--- src/rtl/mem_stage_if.sv ---
// mem_stage_if: data-memory request bus between the MEM stage and data memory.
//
// Signals
//   dmem_req    master->slave  access outstanding
//   dmem_we     master->slave  1 = write, 0 = read
//   dmem_addr   master->slave  word-aligned address
//   dmem_wdata  master->slave  lane-replicated store data
//   dmem_be     master->slave  byte enables
//   dmem_ack    slave->master  access completed this cycle
//   dmem_rdata  slave->master  read data, valid while dmem_ack=1
//
// Handshake: the master raises dmem_req with addr/we/wdata/be and holds all of
// them stable until the rising edge at which dmem_ack=1 is sampled; that edge
// completes the transfer (read data is taken from dmem_rdata at the same edge).
// The master may also withdraw the request after its timeout expires; the slave
// must then treat the access as abandoned.
interface mem_stage_if #(
    parameter int XLEN = 32
);
    logic            dmem_req;
    logic            dmem_we;
    logic [XLEN-1:0] dmem_addr;
    logic [XLEN-1:0] dmem_wdata;
    logic [3:0]      dmem_be;
    logic            dmem_ack;
    logic [XLEN-1:0] dmem_rdata;

    modport master (
        output dmem_req, dmem_we, dmem_addr, dmem_wdata, dmem_be,
        input  dmem_ack, dmem_rdata
    );

    modport slave (
        input  dmem_req, dmem_we, dmem_addr, dmem_wdata, dmem_be,
        output dmem_ack, dmem_rdata
    );
endinterface

--- src/rtl/mem_stage.sv ---
// mem_stage: MEM pipeline stage.
//
// Takes the execute-stage result bundle, performs loads/stores over the
// mem_stage_if request bus, aligns store data / byte enables, extracts and
// extends load data, and registers the writeback bundle for WB. While an
// access is outstanding the stage holds upstream via stall.
//
// Ports
//   clk, rst             clock (rising edge), asynchronous active-low reset
//   en                   accept a new bundle when en=1 and stall=0
//   en_mem, en_wb        bundle does a memory access / writes a register
//   mem_write            1 = store, 0 = load
//   mem_read_unsigned    loads zero-extend when 1, sign-extend when 0
//   mem_size             00 byte, 01 half, 10 word, 11 illegal
//   reg_write, write_pc  writeback control, passed to WB
//   addr                 effective address, or ALU result when en_mem=0
//   store_data           rs2 value for stores
//   stall                upstream must hold its bundle (state REQ)
//   dmem                 data-memory bus (master side)
//   wb_data, reg_write_out, write_pc_out   registered writeback bundle
//   en_wb_out            one-cycle pulse per retired bundle needing writeback
//   misaligned           one-cycle pulse: misaligned/illegal access dropped
//   bus_err              one-cycle pulse: access aborted on timeout
//   dbg_state            current FSM state (0 = IDLE, 1 = REQ)
module mem_stage #(
    parameter int XLEN    = 32,
    parameter int TIMEOUT = 255
) (
    input  logic              clk,
    input  logic              rst,
    input  logic              en,
    input  logic              en_mem,
    input  logic              en_wb,
    input  logic              mem_write,
    input  logic              mem_read_unsigned,
    input  logic [1:0]        mem_size,
    input  logic [4:0]        reg_write,
    input  logic              write_pc,
    input  logic [XLEN-1:0]   addr,
    input  logic [XLEN-1:0]   store_data,
    output logic              stall,
    mem_stage_if.master       dmem,
    output logic [XLEN-1:0]   wb_data,
    output logic [4:0]        reg_write_out,
    output logic              en_wb_out,
    output logic              write_pc_out,
    output logic              misaligned,
    output logic              bus_err,
    output logic              dbg_state
);

    typedef enum logic {
        IDLE = 1'b0,
        REQ  = 1'b1
    } state_t;

    state_t state_q, state_d;

    // Bundle captured on REQ entry; drives the bus for the whole access.
    logic [XLEN-1:0] lat_addr;
    logic [XLEN-1:0] lat_sd;
    logic [1:0]      lat_size;
    logic            lat_we;
    logic            lat_uns;
    logic            lat_en_wb;
    logic [4:0]      lat_rw;
    logic            lat_wpc;
    logic [7:0]      cnt_q;

    logic            accept;
    logic            size_ok;
    logic            timeout_hit;
    logic [3:0]      be_c;
    logic [XLEN-1:0] wdata_c;
    logic [XLEN-1:0] rshift;
    logic [XLEN-1:0] load_val;

    assign accept = (state_q == IDLE) && en;

    always_comb begin
        size_ok = 1'b0;
        case (mem_size)
            2'b00:   size_ok = 1'b1;
            2'b01:   size_ok = ~addr[0];
            2'b10:   size_ok = (addr[1:0] == 2'b00);
            default: size_ok = 1'b0;
        endcase
    end

    // cnt_q counts REQ cycles already spent without ack, so cnt_q == TIMEOUT-1
    // marks the TIMEOUT-th cycle; an ack in that cycle still completes.
    assign timeout_hit = (state_q == REQ) && !dmem.dmem_ack && (cnt_q == 8'(TIMEOUT - 1));

    // Store lane steering from the latched bundle (loads reuse the enables).
    always_comb begin
        be_c    = 4'b1111;
        wdata_c = lat_sd;
        case (lat_size)
            2'b00: begin
                be_c    = 4'b0001 << lat_addr[1:0];
                wdata_c = {4{lat_sd[7:0]}};
            end
            2'b01: begin
                be_c    = 4'b0011 << lat_addr[1:0];
                wdata_c = {2{lat_sd[15:0]}};
            end
            default: begin
                be_c    = 4'b1111;
                wdata_c = lat_sd;
            end
        endcase
    end

    // Load extraction: bring the addressed lane down to bit 0, then extend.
    always_comb begin
        rshift   = dmem.dmem_rdata >> {lat_addr[1:0], 3'b000};
        load_val = dmem.dmem_rdata;
        case (lat_size)
            2'b00:   load_val = {{(XLEN-8){~lat_uns & rshift[7]}}, rshift[7:0]};
            2'b01:   load_val = {{(XLEN-16){~lat_uns & rshift[15]}}, rshift[15:0]};
            default: load_val = dmem.dmem_rdata;
        endcase
    end

    always_comb begin
        state_d = state_q;
        case (state_q)
            IDLE:    if (accept && en_mem && size_ok) state_d = REQ;
            REQ:     if (dmem.dmem_ack || timeout_hit) state_d = IDLE;
            default: state_d = IDLE;
        endcase
    end

    // Stall and the bus depend on state only, never on dmem_ack, so there is
    // no combinational path from memory back to the upstream stage.
    assign stall           = (state_q == REQ);
    assign dmem.dmem_req   = stall;
    assign dmem.dmem_we    = stall & lat_we;
    assign dmem.dmem_addr  = stall ? {lat_addr[XLEN-1:2], 2'b00} : '0;
    assign dmem.dmem_wdata = stall ? wdata_c : '0;
    assign dmem.dmem_be    = stall ? be_c : 4'b0000;
    assign dbg_state       = state_q;

    always_ff @(posedge clk or negedge rst) begin
        if (!rst) begin
            state_q       <= IDLE;
            lat_addr      <= '0;
            lat_sd        <= '0;
            lat_size      <= 2'b00;
            lat_we        <= 1'b0;
            lat_uns       <= 1'b0;
            lat_en_wb     <= 1'b0;
            lat_rw        <= 5'd0;
            lat_wpc       <= 1'b0;
            cnt_q         <= 8'd0;
            wb_data       <= '0;
            reg_write_out <= 5'd0;
            write_pc_out  <= 1'b0;
            en_wb_out     <= 1'b0;
            misaligned    <= 1'b0;
            bus_err       <= 1'b0;
        end else begin
            state_q    <= state_d;
            // Pulses default low so each lasts exactly one cycle.
            en_wb_out  <= 1'b0;
            misaligned <= 1'b0;
            bus_err    <= 1'b0;
            if (state_q == IDLE) begin
                if (en) begin
                    if (!en_mem) begin
                        wb_data       <= addr;
                        reg_write_out <= reg_write;
                        write_pc_out  <= write_pc;
                        en_wb_out     <= en_wb;
                    end else if (!size_ok) begin
                        reg_write_out <= reg_write;
                        write_pc_out  <= write_pc;
                        misaligned    <= 1'b1;
                    end else begin
                        lat_addr  <= addr;
                        lat_sd    <= store_data;
                        lat_size  <= mem_size;
                        lat_we    <= mem_write;
                        lat_uns   <= mem_read_unsigned;
                        lat_en_wb <= en_wb;
                        lat_rw    <= reg_write;
                        lat_wpc   <= write_pc;
                        cnt_q     <= 8'd0;
                    end
                end
            end else begin
                if (dmem.dmem_ack) begin
                    wb_data       <= lat_we ? '0 : load_val;
                    reg_write_out <= lat_rw;
                    write_pc_out  <= lat_wpc;
                    en_wb_out     <= lat_en_wb & ~lat_we;
                end else if (timeout_hit) begin
                    bus_err <= 1'b1;
                end else begin
                    cnt_q <= cnt_q + 8'd1;
                end
            end
        end
    end

endmodule

--- src/flat_wrapper.sv ---
// flat-port wrapper written by rule: the top's interface ports become plain ports
module mem_stage_flat 
#(
    parameter int XLEN    = 32,
    parameter int TIMEOUT = 255
)
  (clk, rst, en, en_mem, en_wb, mem_write, mem_read_unsigned, mem_size, reg_write, write_pc, addr, store_data, stall, wb_data, reg_write_out, en_wb_out, write_pc_out, misaligned, bus_err, dbg_state, dmem_dmem_req, dmem_dmem_we, dmem_dmem_addr, dmem_dmem_wdata, dmem_dmem_be, dmem_dmem_ack, dmem_dmem_rdata);
  mem_stage_if #(.XLEN(XLEN)) dmem_i ();
  input  logic clk;
  input  logic rst;
  input  logic en;
  input  logic en_mem;
  input  logic en_wb;
  input  logic mem_write;
  input  logic mem_read_unsigned;
  input  logic [1:0] mem_size;
  input  logic [4:0] reg_write;
  input  logic write_pc;
  input  logic [XLEN-1:0] addr;
  input  logic [XLEN-1:0] store_data;
  output logic stall;
  output logic [XLEN-1:0] wb_data;
  output logic [4:0] reg_write_out;
  output logic en_wb_out;
  output logic write_pc_out;
  output logic misaligned;
  output logic bus_err;
  output logic dbg_state;
  output wire logic [$bits(dmem_i.dmem_req)-1:0] dmem_dmem_req;
  output wire logic [$bits(dmem_i.dmem_we)-1:0] dmem_dmem_we;
  output wire logic [$bits(dmem_i.dmem_addr)-1:0] dmem_dmem_addr;
  output wire logic [$bits(dmem_i.dmem_wdata)-1:0] dmem_dmem_wdata;
  output wire logic [$bits(dmem_i.dmem_be)-1:0] dmem_dmem_be;
  input wire logic [$bits(dmem_i.dmem_ack)-1:0] dmem_dmem_ack;
  input wire logic [$bits(dmem_i.dmem_rdata)-1:0] dmem_dmem_rdata;
  assign dmem_dmem_req = dmem_i.dmem_req;
  assign dmem_dmem_we = dmem_i.dmem_we;
  assign dmem_dmem_addr = dmem_i.dmem_addr;
  assign dmem_dmem_wdata = dmem_i.dmem_wdata;
  assign dmem_dmem_be = dmem_i.dmem_be;
  assign dmem_i.dmem_ack = dmem_dmem_ack;
  assign dmem_i.dmem_rdata = dmem_dmem_rdata;
  mem_stage #(.XLEN(XLEN), .TIMEOUT(TIMEOUT)) u_core (.clk(clk), .rst(rst), .en(en), .en_mem(en_mem), .en_wb(en_wb), .mem_write(mem_write), .mem_read_unsigned(mem_read_unsigned), .mem_size(mem_size), .reg_write(reg_write), .write_pc(write_pc), .addr(addr), .store_data(store_data), .stall(stall), .dmem(dmem_i), .wb_data(wb_data), .reg_write_out(reg_write_out), .en_wb_out(en_wb_out), .write_pc_out(write_pc_out), .misaligned(misaligned), .bus_err(bus_err), .dbg_state(dbg_state));
endmodule
--- config.mk ---
export PLATFORM = sky130hd
export DESIGN_NAME = mem_stage_flat
export DESIGN_NICKNAME = d
export VERILOG_FILES = /design/src/rtl/mem_stage_if.sv /design/src/rtl/mem_stage.sv /design/src/flat_wrapper.sv
export SDC_FILE = /design/constraint.sdc
export NUM_CORES = 1
export LEC_CHECK = 0
export CORE_MARGIN = 2
export CORE_UTILIZATION = 50
export CTS_CLUSTER_DIAMETER = 50
export DETAILED_ROUTE_END_ITERATION = 12
export PLACE_DENSITY = 0.86
export SLEW_MARGIN = 20
export SYNTH_ARGS = -nofsm -noshare
export SYNTH_HDL_FRONTEND = slang
export SYNTH_SLANG_ARGS = --single-unit
--- constraint.sdc ---
create_clock -name clk -period 2.7 [get_ports clk]
set_input_delay 0.675 -clock clk [delete_from_list [all_inputs] [get_ports clk]]
set_output_delay 0.675 -clock clk [all_outputs]
set_load 0.05 [all_outputs]
==> results of run 1 <==
[final timing paths]
path	startpoint	endpoint	slack, ns	cells past startpoint
setup / recovery	u_core.lat_size[0]$_DFFE_PN0P_	dmem_dmem_wdata[27]	0.11	6
hold / removal	rst	u_core.lat_addr[12]$_DFFE_PN0P_	0.32	2
setup reg to reg	u_core.dbg_state$_DFF_PN0_	u_core.wb_data[12]$_DFFE_PN0P_	0.49	5
hold reg to reg	u_core.lat_addr[7]$_DFFE_PN0P_	u_core.lat_addr[7]$_DFFE_PN0P_	0.50	1
max in group asynchronous	rst	u_core.lat_size[1]$_DFFE_PN0P_	1.79	2
min in group clk	u_core.lat_addr[7]$_DFFE_PN0P_	u_core.lat_addr[7]$_DFFE_PN0P_	0.50	1
[cell families (layout without fill, tap and decap cells)]
group / after synthesis / after routing / share of synthesized area
xor gates and xnor gates: 2 / 2 / 0.00260
DFF: 125 / 125 / 0.464
and+or+nand+nor: 251 / 251 / 0.206
buffers and inverters: 52 / 276 / 0.0436
other: 1 / 2 / 0.000557
adders and majority gates: 2 / 2 / 0.00371
AOI/OAI and AO/OA: 106 / 106 / 0.114
muxes: 98 / 98 / 0.165
[registers in the layout (all words and copies together) (netlist names)]
signal,count
u_core.dbg_state,1
u_core.wb_data,32
u_core.lat_addr,32
u_core.lat_uns,1
u_core.lat_wpc,1
u_core.write_pc_out,1
u_core.misaligned,1
u_core.reg_write_out,5
u_core.lat_sd,32
u_core.lat_rw,5
u_core.lat_size,2
u_core.lat_en_wb,1
u_core.en_wb_out,1
u_core.bus_err,1
u_core.lat_we,1
u_core.cnt_q,8
[power groups by stage]
stage | Combinational [mW] | Clock [mW] | Sequential, mW
2_1_floorplan | 1.60 | 0 | 3.10
3_3_place_gp | 3.26 | 0 | 2.67
3_5_place_dp | 3.34 | 0 | 2.70
4_1_cts | 3.37 | 2.47 | 2.69
5_1_grt | 3.54 | 2.55 | 2.75
6_report | 3.37 | 2.45 | 2.71
[worst register-to-register path, cell delays in order (launching register included)]
cell and delay [ns]:
dfrtp_2 0.37, buf_4 0.47, nor3b_4 0.13, a21oi_4 0.69, nor2_4 0.17, a221oi_2 0.28
[cell usage after synthesis, drive strengths merged (3+ instances only)]
cell type	count	area share
or2	7	0.0065
nor2b	11	0.011
a31oi	6	0.0056
o211ai	4	0.0052
or3	3	0.0028
nor3	3	0.0030
and2	39	0.036
mux2i	20	0.030
nand2	61	0.034
nor3b	10	0.014
o221a	6	0.010
nand3	22	0.016
a22o	4	0.0052
o21ai	14	0.010
a221o	4	0.0059
clkbuf	11	0.0061
dfrtp	125	0.46
nor4	3	0.0028
o221ai	7	0.0091
mux2	77	0.13
buf	37	0.035
o31ai	4	0.0045
nor2	59	0.034
nand2b	8	0.0074
a221oi	6	0.013
inv	4	0.0022
a21oi	46	0.036
nand4	17	0.025
[layout make-up]
class | instances | area (um^2) | area share
clock inverter | 15 | 210 | 0.0202
clock buffer | 17 | 425 | 0.0408
multi-input combinational | 461 | 3340 | 0.320
timing repair buffer | 240 | 3080 | 0.296
sequential | 125 | 3130 | 0.301
inverter | 4 | 15.0 | 0.00144
tap | 176 | 220 | 0.0211
[routing by layer]
metal | up-vias | share of wire | wire length (um)
met5 | - | 0 | 0
met1 | 3026 | 0.38 | 8390
met4 | 0 | 0.032 | 707
met2 | 340 | 0.51 | 11200
li1 | 2703 | - | -
met3 | 63 | 0.080 | 1760
[metrics by stage]
step,cells,util,area (um^2)
after floorplan,638,-,6740
after global placement,1006,0.742,9780
after detailed placement,1006,0.742,9780
after CTS,1038,0.790,10400
after global routing,1038,0.790,10400
final,1038,0.790,10400
==> summary.md, run 1 <==
| Metric | Value |
|---|---|
| Outcome | complete, no violations |
| Antenna diodes | 0 |
| Crit path largest cell delay | 0.54 ns |
| Yosys warns | 0 |
| Pre-antenna DRT Iters | 7 |
| Syn_area_per_cell | 10.6 um^2 |
| Ys async rst share | 1.00 |
| Row count | 42 |
| # setup viols final | 0 |
| CTS buffer count | 17 |
| Worst-Skew Late Latency | 0.43 ns |
| Synth cell types | 58 |
| Vias per inst | 5.91 |
| Final hold violation count | 0 |
| Period utilization | 0.957 |
| Wirelength per Cell | 21.2 um |
| Full die area | 0.0144 mm^2 |
| Die boundary width | 120 um |
| Met1 usage | 0.392 |
| Routability cong. | 0.930 |
| Vias in the first global route | 6222 |
| Cts repair resizes | 2 |
| Area Growth Syn to Fin | 54.7% |
| Post-synth EDFFs | 0 |
| Core area | 0.0132 mm^2 |
| Most frequent cells in the layout | clkdlybuf4s50_1 (151), dfrtp_1 (121), buf_12 (72) |
| Setup Total Neg Slack | 0 ns |
| Number of synthesized register bits | 125 |
| Sw power | 3.18 mW |
| Int Power | 5.35 mW |
| CP bufs+invs | 2 |
| Hold Crit Class | in -> async |
| Fill count | 788 |
| Clk sinks | 125 |
| Sw Share | 0.373 |
| TritonCTS clock tree | done |
| Initial antenna violation count | 0 |
| Reg power frac | 0.317 |
| Largest net degree at the start of global routing | 126 |
| Required @ worst endpoint | 2.03 ns |
| Post-Syn Area | 0.00674 mm^2 |
| Power share of the clock group | 0.288 |
| Final Total Pwr | 8.53 mW |
| Clock-pin slew of the registers on the worst-case setup and hold paths | 0.06 ns |
| Most common cell after layout, fill and taps aside | clkdlybuf4s50_1 |
| Crit path max-delay cell type | dfrtp_2 |
| HPWL after DPL | 15.6 mm |
| Drc violations | 0 |
| Initial DRC count | 708 |
| NumNets Final | 963 |
| Layout cells sized above 1 | 0.283 |
| Crit path cell chain | buf_4 -> mux2i_1 -> nor2_1 -> a21oi_1 -> nor2_1 -> buf_12 |
| P per Cell Area | 818 mW/mm^2 |
| Crit path DAT | 1.91 ns |
| Total global-route track usage | 0.311 |
| Peak VDD IR | 0.000438 V |
| CTS Hold Buffers Added | 0 |
| Clk root buf | clkbuf_16 |
| Crit-path most repeated cell | nor2_1 |
| Gr busiest metal | met2 |
| Input/output buffers | 222 |
| MaxCap Viol Count | 0 |
| Detail Route Antenna Nets | 0 |
| Leak | 4.36 nW |
| Worst-margin pin slew | 0.877 ns |
| Place WS | 0.0760 ns |
| RSZ-0062 raised after global routing | no |
| Main flop type after synthesis | dfrtp_1 |
| Seq/Total Area, Yosys | 0.464 |
| Gate power share | 0.395 |
| Htree depth | 4 |
| Cell count after synthesis | 637 |
| Worst slew margin | 0.414 |
| Critical path capture point type | output pin |
| Final Skew | 0.00788 ns |
| Setup CP Type | reg -> out |
| IO Pins | 225 |
| Worst setup margin | 0.115 ns |
| Max-slew violations | 0 |
| Top Family by Delay on Critical Path | flip-flops |
| Global Route met2 Usage | 0.511 |
| CTS Buffer Depth | 2 |
| Via Count | 6132 |
| Die Ht | 120 um |
| Final Critical Period | 2.59 ns |
| Startpoint types | flop |
| F_max | 387 MHz |
| Max FO, Critical Path | 15 |
| Total congestion overflow | 0 |
| Initial Utilization | 0.511 |
| First-pass GRT wire length | 34.3 mm |
| M3 GR Usage | 0.0794 |
| Final WL | 22.0 mm |
| Post-CTS Setup Bufs | 0 |
| WHS | 0.318 ns |
No activity file was read; power rests on OpenSTA's default activity.
==> run 2: changes to the inputs <==
--- a/config.mk
+++ b/config.mk
@@ -5,10 +5,12 @@
 export SDC_FILE = /design/constraint.sdc
 export NUM_CORES = 1
 export LEC_CHECK = 0
+export CAP_MARGIN = 20
 export CORE_MARGIN = 2
 export CORE_UTILIZATION = 50
 export CTS_CLUSTER_DIAMETER = 50
 export DETAILED_ROUTE_END_ITERATION = 12
+export GPL_ROUTABILITY_DRIVEN = 0
 export PLACE_DENSITY = 0.86
 export SLEW_MARGIN = 20
 export SYNTH_ARGS = -nofsm -noshare
==> run 2 against run 1 <==
  * Wire length rose by 2.8%
  * Sequential cell count is the same
  * Power shrank 3.9%
  * Via count up 1.9%
  * Final cell count is 0.19% higher
  * Setup slack got worse by 0.0042 ns
  * Register-to-register slack improved by 0.14 ns
  * Sequential power barely moved
  * Non-clock buffer count grew 4
  * Critical path depth unchanged
  * Highest routed layer unchanged
==> summary.md, run 2 (synthesis results as in run 1) <==
| Metric | Value |
|---|---|
| Outcome | complete, no violations |
| Wirelength per Cell | 21.8 um (+2.6%) |
| Biggest regs | u_core.lat_addr: 32 flops, u_core.lat_sd: 32 flops, u_core.wb_data: 32 flops |
| Final Skew | 0.0131 ns (+0.00523 ns) |
| Drc violations | 0 (unchanged) |
| Antenna diodes | 0 (unchanged) |
| Cts repair resizes | 0 (-2) |
| Critical path capture point type | output pin |
| Worst setup margin | 0.111 ns (-0.00416 ns) |
| WHS | 0.198 ns (-0.121 ns) |
| # setup viols final | 0 (unchanged) |
| HPWL after DPL | 16.2 mm (+4.1%) |
| CTS Hold Buffers Added | 0 (unchanged) |
| Full die area | 0.0144 mm^2 (unchanged) |
| Gate power share | 0.415 (+0.020) |
| IO Pins | 225 (unchanged) |
| F_max | 386 MHz (-0.16%) |
| Vias in the first global route | 6404 (+2.9%) |
| Setup CP Type | reg -> out |
| CP Launch Point | u_core.lat_size[0]$_DFFE_PN0P_ |
| Most common cell after layout, fill and taps aside | clkdlybuf4s50_1 |
| Die boundary width | 120 um (unchanged) |
| Reg2Reg Depth | 4 (-1) |
| Core area | 0.0132 mm^2 (unchanged) |
| Clk sinks | 125 (unchanged) |
| Initial antenna violation count | 0 (unchanged) |
| Power share of the clock group | 0.257 (-0.031) |
| CTS buffer count | 17 (unchanged) |
| Sw Share | 0.374 (+0.00152) |
| Hold Crit Class | in -> async |
| Clock-pin slew of the registers on the worst-case setup and hold paths | 0.06 ns (about the same) |
| First-pass GRT wire length | 35.0 mm (+2.1%) |
| Initial DRC count | 747 (+5.5%) |
| Final hold violation count | 0 (unchanged) |
| Terminus of the critical flop-to-flop path | u_core.wb_data[14]$_DFFE_PN0P_ |
| Startpoint types | flop |
| Worst-Skew Late Latency | 0.43 ns (about the same) |
| Place WS | 0.103 ns (+0.0267 ns) |
| Final WL | 22.6 mm (+2.8%) |
| Max FO, Critical Path | 7 (-8) |
| Setup Total Neg Slack | 0 ns (unchanged) |
| Area Growth Syn to Fin | 53.4% |
| Initial Utilization | 0.511 (unchanged) |
| RSZ-0062 raised after global routing | no |
| Required @ worst endpoint | 2.03 ns (about the same) |
| MaxCap Viol Count | 0 (unchanged) |
| Critical Path Sink | dmem_dmem_wdata[27] |
| Pre-antenna DRT Iters | 7 (unchanged) |
| Row count | 42 (unchanged) |
| Htree depth | 4 (unchanged) |
| Leak | 4.33 nW (-0.73%) |
| Area of the multi-input gates | 0.00334 mm^2 (unchanged) |
| Reg power frac | 0.328 (+0.011) |
| P per Cell Area | 793 mW/mm^2 (-3.1%) |
| Most frequent cells in the layout | clkdlybuf4s50_1 (151), dfrtp_1 (122), buf_12 (71) |
| Flop2flop setup slack | 0.63 ns (+0.14 ns) |
| Int Power | 5.12 mW (-4.2%) |
| Vias per inst | 6.01 (+1.7%) |
| Period utilization | 0.959 (+0.00154) |
| Largest net degree at the start of global routing | 55 (-56%) |
| Layout cells sized above 1 | 0.274 (-0.00876) |
| CTS Buffer Depth | 2 (unchanged) |
| Worst slew margin | 0.410 (-0.00444) |
| Max-slew violations | 0 (unchanged) |
| Peak VDD IR | 0.000539 V (+23%) |
| Via Count | 6248 (+1.9%) |
| NumNets Final | 967 (+0.42%) |
| Seq. cell area | 0.00313 mm^2 (about the same) |
| Post-CTS Setup Bufs | 0 (unchanged) |
| Worst-margin pin slew | 0.884 ns (+0.00665 ns) |
| Final Total Pwr | 8.19 mW (-3.9%) |
| Final Critical Period | 2.59 ns (+0.00416 ns) |
| Total global-route track usage | 0.321 (+0.00950) |
| Worst r2r src | u_core.lat_addr[1]$_DFFE_PN0P_ |
| Crit path DAT | 1.91 ns (about the same) |
| Detail Route Antenna Nets | 0 (unchanged) |
| Fill count | 772 (-2.0%) |
| Total congestion overflow | 0 (unchanged) |
| TritonCTS clock tree | done |
| Input/output buffers | 222 (unchanged) |
| Sw power | 3.07 mW (-3.6%) |
| Clk root buf | clkbuf_16 |
| Die Ht | 120 um (unchanged) |
[run 2: cell type report]
class,instances,area share
multi-input combinational,461,0.323
clock buffer,28,0.0481
sequential,125,0.303
timing repair buffer,244,0.300
inverter,4,0.00145
clock inverter,2,0.00339
tap,176,0.0213
[run 2: worst min path at each step]
| stage | slack (ns) | startpoint | endpoint | depth (start not counted) |
|---|---|---|---|---|
| 2_1_floorplan | 0.38 | rst | u_core.bus_err$_DFF_PN0_ | 0 |
| 3_3_place_gp | 0.46 | u_core.wb_data[13]$_DFFE_PN0P_ | u_core.wb_data[13]$_DFFE_PN0P_ | 2 |
| 3_5_place_dp | 0.48 | u_core.wb_data[13]$_DFFE_PN0P_ | u_core.wb_data[13]$_DFFE_PN0P_ | 2 |
| 4_1_cts | 0.20 | rst | u_core.lat_addr[19]$_DFFE_PN0P_ | 1 |
| 5_1_grt | 0.21 | rst | u_core.lat_addr[22]$_DFFE_PN0P_ | 1 |
| 6_report | 0.20 | rst | u_core.lat_addr[19]$_DFFE_PN0P_ | 1 |
[run 2: stage by stage]
step                      area, um^2   util  std cells
final                          10300  0.783       1040
after global routing           10300  0.783       1040
after detailed placement        9800  0.743       1010
after CTS                      10300  0.783       1040
after floorplan                 6740      -        638
after global placement          9800  0.743       1010
[run 2: critical path, stage by stage, from the launching register on]
cell and delay [ns]:
dfrtp_1 0.52, buf_4 0.23, mux2i_1 0.27, nor2_1 0.06, a21oi_1 0.12, nor2_1 0.09, buf_12 0.20
[run 2: per-layer routing]
metal  part of all wire  vias to the layer above  routed length (um)  global-route usage
met5                  0                        -                   0                   0
met4              0.043                        0                 971               0.151
met3              0.074                       90                1680              0.0803
met2               0.49                      353               11200               0.520
met1               0.39                     3099                8800               0.404
li1                   -                     2706                   -                   -
[run 2: power by group through the flow]
stage                     Sequential [mW]  Clock (mW)  Combinational (mW)
after floorplan                      3.10           0                1.60
after global placement               2.65           0                3.28
after detailed placement             2.68           0                3.37
after CTS                            2.67        2.11                3.39
after global routing                 2.73        2.19                3.56
final                                2.69        2.10                3.40
